**src/rtl/sevenseg_pkg.sv**
```systemverilog
// Shared seven-segment definitions: hex glyph table, segment bit order,
// scan FSM states and the active-level helper.
package sevenseg_pkg;

    typedef enum logic {
        ST_BLANK,
        ST_DISPLAY
    } scan_state_e;

    // Position of each segment inside seg[6:0]
    localparam int unsigned SEG_A_BIT = 6;
    localparam int unsigned SEG_B_BIT = 5;
    localparam int unsigned SEG_C_BIT = 4;
    localparam int unsigned SEG_D_BIT = 3;
    localparam int unsigned SEG_E_BIT = 2;
    localparam int unsigned SEG_F_BIT = 1;
    localparam int unsigned SEG_G_BIT = 0;

    localparam logic [6:0] SEG_0 = 7'h7E;
    localparam logic [6:0] SEG_1 = 7'h30;
    localparam logic [6:0] SEG_2 = 7'h6D;
    localparam logic [6:0] SEG_3 = 7'h79;
    localparam logic [6:0] SEG_4 = 7'h33;
    localparam logic [6:0] SEG_5 = 7'h5B;
    localparam logic [6:0] SEG_6 = 7'h5F;
    localparam logic [6:0] SEG_7 = 7'h70;
    localparam logic [6:0] SEG_8 = 7'h7F;
    localparam logic [6:0] SEG_9 = 7'h7B;
    localparam logic [6:0] SEG_A = 7'h77;
    localparam logic [6:0] SEG_B = 7'h1F;
    localparam logic [6:0] SEG_C = 7'h4E;
    localparam logic [6:0] SEG_D = 7'h3D;
    localparam logic [6:0] SEG_E = 7'h4F;
    localparam logic [6:0] SEG_F = 7'h47;

    // Convert an active-high segment pattern to the board's drive level
    function automatic logic [6:0] seg_level(input logic [6:0] lit, input logic active_low);
        return active_low ? ~lit : lit;
    endfunction

endpackage

```
**src/rtl/sevenseg_scan_if.sv**
```systemverilog
// Display data and drive bundle between the controlling logic (master)
// and the scan driver (slave).
interface sevenseg_scan_if #(
    parameter int unsigned N_DIGITS = 4
);
    logic [4*N_DIGITS-1:0] value;
    logic [N_DIGITS-1:0]   dp_in;
    logic                  load;
    logic                  lz_en;
    logic [6:0]            seg;
    logic                  dp;
    logic [N_DIGITS-1:0]   dig_en;
    logic                  frame_start;

    modport master (
        output value, dp_in, load, lz_en,
        input  seg, dp, dig_en, frame_start
    );

    modport slave (
        input  value, dp_in, load, lz_en,
        output seg, dp, dig_en, frame_start
    );
endinterface

```
**src/rtl/sevenseg_hex_dec.sv**
```systemverilog
// Combinational 4-bit to seven-segment decoder, active-high output.
module sevenseg_hex_dec
    import sevenseg_pkg::*;
(
    input  logic [3:0] nibble,
    output logic [6:0] seg
);
    logic [6:0] lit;

    always_comb begin
        lit = '0;
        case (nibble)
            4'h0: lit = SEG_0;
            4'h1: lit = SEG_1;
            4'h2: lit = SEG_2;
            4'h3: lit = SEG_3;
            4'h4: lit = SEG_4;
            4'h5: lit = SEG_5;
            4'h6: lit = SEG_6;
            4'h7: lit = SEG_7;
            4'h8: lit = SEG_8;
            4'h9: lit = SEG_9;
            4'hA: lit = SEG_A;
            4'hB: lit = SEG_B;
            4'hC: lit = SEG_C;
            4'hD: lit = SEG_D;
            4'hE: lit = SEG_E;
            4'hF: lit = SEG_F;
            default: lit = '0;
        endcase
        seg = {lit[SEG_A_BIT], lit[SEG_B_BIT], lit[SEG_C_BIT], lit[SEG_D_BIT],
               lit[SEG_E_BIT], lit[SEG_F_BIT], lit[SEG_G_BIT]};
    end
endmodule

```
**src/rtl/sevenseg_scan.sv**
```systemverilog
// Time-multiplexed N-digit seven-segment driver with blank interval,
// tear-free double-buffered data and optional leading-zero suppression.
module sevenseg_scan
    import sevenseg_pkg::*;
#(
    parameter int unsigned N_DIGITS       = 4,
    parameter int unsigned CLK_DIV        = 50000,
    parameter int unsigned BLANK_CYCLES   = 500,
    parameter bit          SEG_ACTIVE_LOW = 1'b1,
    parameter bit          DIG_ACTIVE_LOW = 1'b1
) (
    input logic             clk,
    input logic             rst_n,
    sevenseg_scan_if.slave  bus
);
    localparam int unsigned CNT_W = (CLK_DIV > 1) ? $clog2(CLK_DIV) : 1;
    localparam int unsigned IDX_W = (N_DIGITS > 1) ? $clog2(N_DIGITS) : 1;
    localparam logic [CNT_W-1:0]    CNT_LAST = CNT_W'(CLK_DIV - 1);
    localparam logic [IDX_W-1:0]    IDX_LAST = IDX_W'(N_DIGITS - 1);
    localparam logic [N_DIGITS-1:0] DIG_OFF  = DIG_ACTIVE_LOW ? '1 : '0;

    logic [CNT_W-1:0]      cnt, cnt_next;
    logic [IDX_W-1:0]      idx;
    scan_state_e           state;
    logic [4*N_DIGITS-1:0] act_val, pend_val;
    logic [N_DIGITS-1:0]   act_dp, pend_dp;
    logic                  pend_valid;
    logic                  frame_wrap;
    logic [3:0]            nibble;
    logic [6:0]            dec_seg, seg_lit;
    logic [N_DIGITS-1:0]   lz_blank, sel;
    logic                  zero_above;

    sevenseg_hex_dec u_dec (
        .nibble (nibble),
        .seg    (dec_seg)
    );

    always_comb begin
        cnt_next   = (cnt == CNT_LAST) ? '0 : cnt + 1'b1;
        frame_wrap = (cnt == CNT_LAST) && (idx == IDX_LAST);
        nibble     = act_val[4*idx +: 4];
        sel        = '0;
        sel[idx]   = 1'b1;
        // Walk from the top digit down; a digit is blank while everything at or above it is zero
        zero_above = 1'b1;
        lz_blank   = '0;
        for (int unsigned k = 0; k < N_DIGITS; k++) begin
            zero_above = zero_above & (act_val[4*(N_DIGITS-1-k) +: 4] == 4'h0);
            lz_blank[N_DIGITS-1-k] = zero_above && (k != N_DIGITS - 1);
        end
        seg_lit = (bus.lz_en && lz_blank[idx]) ? '0 : dec_seg;
    end

    // state tracks the slot region of cnt; outputs are registered from it, one cycle behind
    always_ff @(posedge clk or negedge rst_n) begin
        if (!rst_n) begin
            cnt             <= '0;
            idx             <= '0;
            state           <= ST_BLANK;
            bus.seg         <= seg_level(7'h00, SEG_ACTIVE_LOW);
            bus.dp          <= SEG_ACTIVE_LOW;
            bus.dig_en      <= DIG_OFF;
            bus.frame_start <= 1'b0;
        end else begin
            cnt <= cnt_next;
            if (cnt == CNT_LAST) begin
                idx <= (idx == IDX_LAST) ? '0 : idx + 1'b1;
            end
            state           <= (32'(cnt_next) < BLANK_CYCLES) ? ST_BLANK : ST_DISPLAY;
            bus.frame_start <= (cnt == '0) && (idx == '0);
            case (state)
                ST_DISPLAY: begin
                    bus.dig_en <= sel ^ DIG_OFF;
                    bus.seg    <= seg_level(seg_lit, SEG_ACTIVE_LOW);
                    bus.dp     <= act_dp[idx] ^ SEG_ACTIVE_LOW;
                end
                default: begin
                    bus.dig_en <= DIG_OFF;
                    bus.seg    <= seg_level(7'h00, SEG_ACTIVE_LOW);
                    bus.dp     <= SEG_ACTIVE_LOW;
                end
            endcase
        end
    end

    // A load coinciding with the frame boundary lands in pending after the old pending moves out
    always_ff @(posedge clk or negedge rst_n) begin
        if (!rst_n) begin
            act_val    <= '0;
            act_dp     <= '0;
            pend_val   <= '0;
            pend_dp    <= '0;
            pend_valid <= 1'b0;
        end else begin
            if (frame_wrap && pend_valid) begin
                act_val <= pend_val;
                act_dp  <= pend_dp;
            end
            if (bus.load) begin
                pend_val   <= bus.value;
                pend_dp    <= bus.dp_in;
                pend_valid <= 1'b1;
            end else if (frame_wrap) begin
                pend_valid <= 1'b0;
            end
        end
    end
endmodule

```
**src/flat_wrapper.sv**
```systemverilog
// flat-port wrapper written by rule: the top's interface ports become plain ports
module sevenseg_scan_flat import sevenseg_pkg::*;
#(
    parameter int unsigned N_DIGITS       = 4,
    parameter int unsigned CLK_DIV        = 50000,
    parameter int unsigned BLANK_CYCLES   = 500,
    parameter bit          SEG_ACTIVE_LOW = 1'b1,
    parameter bit          DIG_ACTIVE_LOW = 1'b1
)
  (clk, rst_n, bus_value, bus_dp_in, bus_load, bus_lz_en, bus_seg, bus_dp, bus_dig_en, bus_frame_start);
  sevenseg_scan_if #(.N_DIGITS(N_DIGITS)) bus_i ();
  input logic clk;
  input logic rst_n;
  input wire logic [$bits(bus_i.value)-1:0] bus_value;
  input wire logic [$bits(bus_i.dp_in)-1:0] bus_dp_in;
  input wire logic [$bits(bus_i.load)-1:0] bus_load;
  input wire logic [$bits(bus_i.lz_en)-1:0] bus_lz_en;
  output wire logic [$bits(bus_i.seg)-1:0] bus_seg;
  output wire logic [$bits(bus_i.dp)-1:0] bus_dp;
  output wire logic [$bits(bus_i.dig_en)-1:0] bus_dig_en;
  output wire logic [$bits(bus_i.frame_start)-1:0] bus_frame_start;
  assign bus_i.value = bus_value;
  assign bus_i.dp_in = bus_dp_in;
  assign bus_i.load = bus_load;
  assign bus_i.lz_en = bus_lz_en;
  assign bus_seg = bus_i.seg;
  assign bus_dp = bus_i.dp;
  assign bus_dig_en = bus_i.dig_en;
  assign bus_frame_start = bus_i.frame_start;
  sevenseg_scan #(.N_DIGITS(N_DIGITS), .CLK_DIV(CLK_DIV), .BLANK_CYCLES(BLANK_CYCLES), .SEG_ACTIVE_LOW(SEG_ACTIVE_LOW), .DIG_ACTIVE_LOW(DIG_ACTIVE_LOW)) u_core (.clk(clk), .rst_n(rst_n), .bus(bus_i));
endmodule
```
**config.mk**
```make
export PLATFORM = sky130hd
export DESIGN_NAME = sevenseg_scan_flat
export DESIGN_NICKNAME = d
export VERILOG_FILES = /design/src/rtl/sevenseg_pkg.sv /design/src/rtl/sevenseg_scan_if.sv /design/src/rtl/sevenseg_hex_dec.sv /design/src/rtl/sevenseg_scan.sv /design/src/flat_wrapper.sv
export SDC_FILE = /design/constraint.sdc
export NUM_CORES = 1
export LEC_CHECK = 0
export ABC_AREA = 1
export CAP_MARGIN = 20
export CELL_PAD_IN_SITES_DETAIL_PLACEMENT = 0
export CELL_PAD_IN_SITES_GLOBAL_PLACEMENT = 1
export CORE_ASPECT_RATIO = 1.2
export CORE_MARGIN = 1.5
export CORE_UTILIZATION = 43
export DETAILED_ROUTE_END_ITERATION = 6
export PLACE_DENSITY = 0.79
export SLEW_MARGIN = 20
export SYNTH_ARGS = -nofsm -noshare
export SYNTH_HDL_FRONTEND = slang
export SYNTH_SLANG_ARGS = --single-unit
```
**constraint.sdc**
```tcl
create_clock -name clk -period 2 [get_ports clk]
set_clock_uncertainty 0.05 [all_clocks]
set_input_delay 0.4 -clock clk [delete_from_list [all_inputs] [get_ports clk]]
set_output_delay 0.4 -clock clk [all_outputs]
set_load 0.1 [all_outputs]
```
Yosys cells after proc, flatten, opt, wreduce, memory -nomap -nowiden. Memories as Yosys holds them, arrays and structs flattened. Cells that the tools add are included.

Add/sub/neg operators: 2. Order comparisons: 3. Equal/unequal tests: 2. Shift-type cells: 1. Mux-type cells: 15. Bitwise operators: 5. Reductions and logical operators: 11.

Operators with widths (number): 16-bit by 1-bit adder with 16-bit output, second input constant (1); 16-bit equality test, second input constant (1); 16-bit logical NOT (1); 16-bit by 9-bit less-than comparator with 1-bit output, second input constant (1); 16-bit 2-to-1 mux (1); 16-bit by 5-bit variable part select with 4-bit output (1); 7-bit 2-to-1 mux (2); 4-bit logical NOT (3); 1-bit 2-to-1 mux (7); 7-bit NOT (1); 1-bit logical AND (5); 1-bit binary-select mux with 2-bit select (2); 4-bit 2-to-1 mux (1); 4-bit NOT (1); 2-bit by 3-bit less-than comparator with 1-bit output, second input constant (1); 2-bit by 1-bit adder with 2-bit output, second input constant (1); 1-bit bitwise AND (2); 1-bit demux with 2-bit select (1); 2-bit equality test, second input constant (1); 2-bit by 1-bit >= comparator with 1-bit output, second input constant (1); 2-bit logical NOT (1); 2-bit 2-to-1 mux (1); 2-bit nonzero test (1); 1-bit NOT (1).

Register bits: 73. ROM bits: 112. Bits of input ports: 24. Word-level logic and storage cells: 52. Memories: 1.

Memories: (name not given) (words 16, width 7, read ports 1, clocked after Yosys merged registers in 0, wr ports 0, RTL line sevenseg_hex_dec.sv:12) `case (nibble)`.

Logic depth before layout (Yosys ltp).
Word-level depth: 9. Mapped depth: 11. Mapped depth without buffers: 11.

Hierarchy. Synthesis repeated with hierarchy kept, for this count alone.

Cells, all modules: 435. Area total of the unflattened synthesis: 3717.3 µm².

By module, submodules not included: sevenseg_scan (times used 1, cells an instance 383, area an instance 3447.1 µm², seq. area each 1841.8 µm²); sevenseg_hex_dec (times used 1, cells an instance 52, area an instance 270.3 µm², seq. area each 0.0 µm²).

Worst setup path after synthesis. Ideal clock, no wire load.

Kind: register to register. Start point: reg u_core.idx[0]. End point: reg u_core.bus.seg[3]. Data arrival time: 1615 ps. Path slack: 233 ps. Stages on the path, launching flop included: 11. Buffers on the path: 1. Period minus slack after synthesis: 1767 ps. Cells stage by stage: dfrtp_1 buf_2 nand2_1 o21ai_0 o21ai_0 inv_1 ha_1 inv_1 o21ai_0 nand2_1 nand3_1.

Word-level cells in the longest chain between the ends: 6. Elaborated cells between the ends (all ways): 8. Those cells by class: shift: 1; mux: 4; bitwise: 1; reduce/logical: 1; memory: 1.

Ends and longest elaborated chain: from (decl) (RTL line sevenseg_scan.sv:23) `logic [IDX_W-1:0] idx;`; from (signal assigned) (RTL line sevenseg_scan.sv:68) `idx <= (idx == IDX_LAST) ? '0 : idx + 1'b1;`; parallel branches: the longest is 3 deep, another holds memory read 16 x 7 bit; 7-bit 2-to-1 mux (*) (RTL line sevenseg_scan.sv:52) `seg_lit = (bus.lz_en && lz_blank[idx]) ? '0 : dec_seg;`; 7-bit NOT (*) (RTL line sevenseg_pkg.sv:38) `return active_low ? ~lit : lit;`; 7-bit 2-to-1 mux (*) (RTL line sevenseg_scan.sv:72) `case (state)`; to (signal assigned) (RTL line sevenseg_scan.sv:61) `bus.seg <= seg_level(7'h00, SEG_ACTIVE_LOW);`; to (signal assigned) (RTL line sevenseg_scan.sv:75) `bus.seg <= seg_level(seg_lit, SEG_ACTIVE_LOW);`; to (signal assigned) (RTL line sevenseg_scan.sv:80) `bus.seg <= seg_level(7'h00, SEG_ACTIVE_LOW);`; to (decl) (RTL line sevenseg_scan_if.sv:22) `output seg, dp, dig_en, frame_start`.

Every way passes the cells marked *. The select of a mux whose other input is x is not followed. A chain may end at the register's enable or synchronous reset.

Worst setup path after layout.
Start point: reg u_core.cnt[0]. End point: reg u_core.act_val[15].

Word-level cells in the longest chain between the ends: 3.

Ends and longest elaborated chain: from (decl) (RTL line sevenseg_scan.sv:22) `logic [CNT_W-1:0] cnt, cnt_next;`; from (signal assigned) (RTL line sevenseg_scan.sv:66) `cnt <= cnt_next;`; 16-bit equality test (RTL line sevenseg_scan.sv:41) `frame_wrap = (cnt == CNT_LAST) && (idx == IDX_LAST);`; 1-bit logical AND (RTL line sevenseg_scan.sv:41); 1-bit logical AND (RTL line sevenseg_scan.sv:96) `if (frame_wrap && pend_valid) begin`; to (signal assigned) (RTL line sevenseg_scan.sv:97) `act_val <= pend_val;`; to (decl) (RTL line sevenseg_scan.sv:25) `logic [4*N_DIGITS-1:0] act_val, pend_val;`.

Every way passes these cells.

==> key figures <==
Placed design
  • HPWL Detailed: 5570 um
  • Placed Cells: 591
  • Pre-CTS WS: between 100 and 150 ps
  • IO Port Bufs: 36
  • Final GP Congestion: between 0.9 and 1
  • DP Area: 4380 um2

Timing
  • Setup TNS: 0 ps
  • Fin crit share: 92.8%
  • Slew HR: 71.5%
  • Fin Hold WS: -4.99 ps
  • Final setup vio count: 0
  • Tmin final: 1860 ps
  • Final worst setup slack: 144 ps
  • RSZ-0062 raised after global routing: false
  • Slew Limit Fails: 0
  • Final hold vios: 3
  • Slew @ Worst Pin: ~420 ps
  • Max frequency: approximately 540 MHz

Synth
  • Avg Inst Size Synth: 8.46 um2
  • Synthesized netlist cell count: roughly 440
  • Largest area contributor in the netlist: dfrtp_1
  • Post-synthesis cell area: 3710 um2
  • EDFF count, synth: 0
  • Synth top area share: 41.1%
  • #FFs+latches synth: 73
  • Mapped Nets: 474
  • Area contributors post-synth: dfrtp_1 41%, nand2_1 9.5%, dfstp_2 8.5%, inv_1 6.3%, o21ai_0 4.9%
  • Post-synth cell types: 30
  • Synth top cells by count: 94 x nand2_1, 62 x inv_1, 61 x dfrtp_1
  • Top_reg_cell synth: dfrtp_1
  • YS warnings: 0
  • FFs w/ async S/R, synth: 100%
  • Sequential-to-total area share from yosys stat: 49.6%
  • Most numerous cell in the Yosys netlist: nand2_1

Route
  • Routed length per instance: 12.6 um
  • Vias per inst: 4.74
  • Routed Wire Length: 7610 um
  • Detailed-route DRC error count: 0
  • Routed Antenna Nets: 0
  • Total number of vias: 2874
  • DR pass1 iterations: 4
  • Drt initial violations: 108

Floorplan
  • Num rows: 36
  • Die Ht: ~100 um
  • Die area: 9210 um2
  • Core ar.: 8240 um2
  • DIE WIDTH: about 88 um
  • Initial Util: 45.1%
  • I/O Pins: 37

Global route
  • Number of global-route vias before repair: 2875
  • Antenna violations before repair: 0
  • First-pass GRT wire length: 13300 um
  • GRT Total Usage: 18.5%
  • Pin count of the biggest net entering global routing: 74
  • GR Overflow Total: 0

Final layout
  • Final Cell Area: 4640 um2
  • Layout fillers: roughly 790
  • Non-Filler Instances: 606
  • Fraction of layout cells with a size suffix above 1: ~22%
  • Layout Nets: 523
  • Syn-to-layout area delta: 24.8%
  • Diodes inserted: 0

Clock tree
  • Clock transition at the registers of the reported paths: 80 ps
  • Postcts setup bufs: 0
  • Htree depth: 3
  • Clk sinks: 73
  • CTS tree: yes
  • Root Buffer: clkbuf_8
  • Inserted Clock Buffers: 9
  • Clk_lat worst skew: 350 ps
  • Max clock buf depth: 2

Setup path
  • FF-to-FF setup slack: 140 ps
  • Worst setup SP type: flop
  • CP delay by family, top: simple AND/OR/NAND/NOR gates
  • Critical Path AT: between 2000 and 2500 ps
  • Worst-path cell chain: ha_1 -> nand2_4 -> nor2_8 -> inv_4 -> nor2_4 -> nand2_4 -> nor2_4 -> nand2_4 -> buf_12 -> nand2_2 -> o21ai_2
  • Buf/Inv on CP: 2
  • R2R depth: 11
  • Crit Path Class: reg2reg
  • Max incr delay on CP: 410 ps
  • Worst Path Required: 2180 ps
  • Critical path peak fanout: 40
  • Stages on worst setup path: 11
  • Critical Path End Type: flop
  • Slowest CP cell: dfrtp_1
  • Crit-path most repeated cell: nand2_4

Power and ir drop
  • Leak Pwr: 2.25 nW
  • Worst VDD drop: between 300 and 400 uV
  • PwrDens: 684 nW/um2

Hold path
  • Min-delay worst type: in2async

Status
  • Failing checks: negative hold slack
  • Outcome: finished, violations left

Run
  • Max-Cap Viols: 0
## path summary, 6_finish.rpt
check                                endpoint              start
setup / recovery           u_core.act_val[15]      u_core.cnt[0]
max in group asynchronous   u_core.bus.seg[5]              rst_n
setup reg to reg           u_core.act_val[15]      u_core.cnt[0]
min in group clk            u_core.act_val[3]  u_core.act_val[3]
hold / removal                 u_core.cnt[10]              rst_n
hold reg to reg             u_core.act_val[3]  u_core.act_val[3]
## flip-flops by register name, summed over array words and instances (netlist names)
name and count:
u_core.bus.seg 7, u_core.pend_val 16, u_core.bus.dig_en 4, u_core.bus.frame_start 1, u_core.pend_valid 1, u_core.state 1
u_core.idx 2, u_core.act_val 16, u_core.act_dp 4, u_core.pend_dp 4, u_core.cnt 16, u_core.bus.dp 1
## logic make-up after synthesis
kind of cell               Yosys count  synth area share [%]
and+or+nand+nor                    208                  26.0
buffers and inverters               76                  8.62
DFF                                 73                  49.6
AOI/OAI and AO/OA                   71                  12.1
adders and majority gates           11                  3.70
## per-layer routing
layer / vias to the layer above / track usage (%) / wire length, um / share of wire, %
li1: 1502 / - / - / -
met1: 1314 / 22.6 / 3490 / 46
met5: - / 0 / 0 / 0
met4: 0 / 7.48 / 97 / 1.3
met2: 51 / 31.5 / 3790 / 50
met3: 7 / 3.55 / 243 / 3.2
## placed cells by master (no fill, tap or decap), drive strengths merged
| master | count |
|---|---|
| nand4 | 8 |
| or2 | 1 |
| a21oi | 4 |
| a31oi | 1 |
| ha | 11 |
| nand3 | 30 |
| inv | 66 |
| clkinv | 1 |
| nor2 | 47 |
| o21ai | 58 |
| bufinv | 4 |
| o21a | 1 |
| dfrtp | 61 |
| o211ai | 5 |
| clkbuf | 10 |
| nand2 | 117 |
| o21bai | 1 |
| o22ai | 1 |
| clkdlybuf4s50 | 22 |
| nor4b | 1 |
| nor3 | 4 |
| dfstp | 12 |
| buf | 26 |
## worst register-to-register path: stages, from the launching register on
cell,delay [ps]
dfrtp_1,410
ha_1,260
nand2_4,110
nor2_8,150
inv_4,60
nor2_4,100
nand2_4,90
nor2_4,120
nand2_4,60
buf_12,190
nand2_2,100
o21ai_2,50
## power breakdown
part	switching (mW)	internal, mW	total [mW]
registers	0.00814	1.51	1.52
clock network	0.561	0.951	1.51
logic	0.0813	0.0602	0.142
total	0.650	2.52	3.17
## area by class of cell
| class | instances | area [um2] | share of cell area [%] |
|---|---|---|---|
| clock buffer | 10 | 128 | 2.75 |
| clock inverter | 5 | 129 | 2.78 |
| inverter | 66 | 250 | 5.40 |
| multi-input combinational | 290 | 1560 | 33.6 |
| sequential | 73 | 1840 | 39.7 |
| tap | 114 | 143 | 3.08 |
| timing repair buffer | 48 | 588 | 12.7 |
## repair_timing
item	CTS	global route
gates resized for setup	0	5
hold buffers	0	0
endpoints found under the setup margin	0	2
## through the flow
stage / hold slack, ps / total power, mW / util [%]
finish: -4.99 / 3.17 / 56.3
global placement: 405 / 1.69 / 53.1
floorplan: 54.4 / 1.60 / -
CTS: 25.8 / 3.20 / 56.2
global route: 30.3 / 3.29 / 56.3
detailed placement: 409 / 1.69 / 53.1
Power figures use the tool's default switching activity.
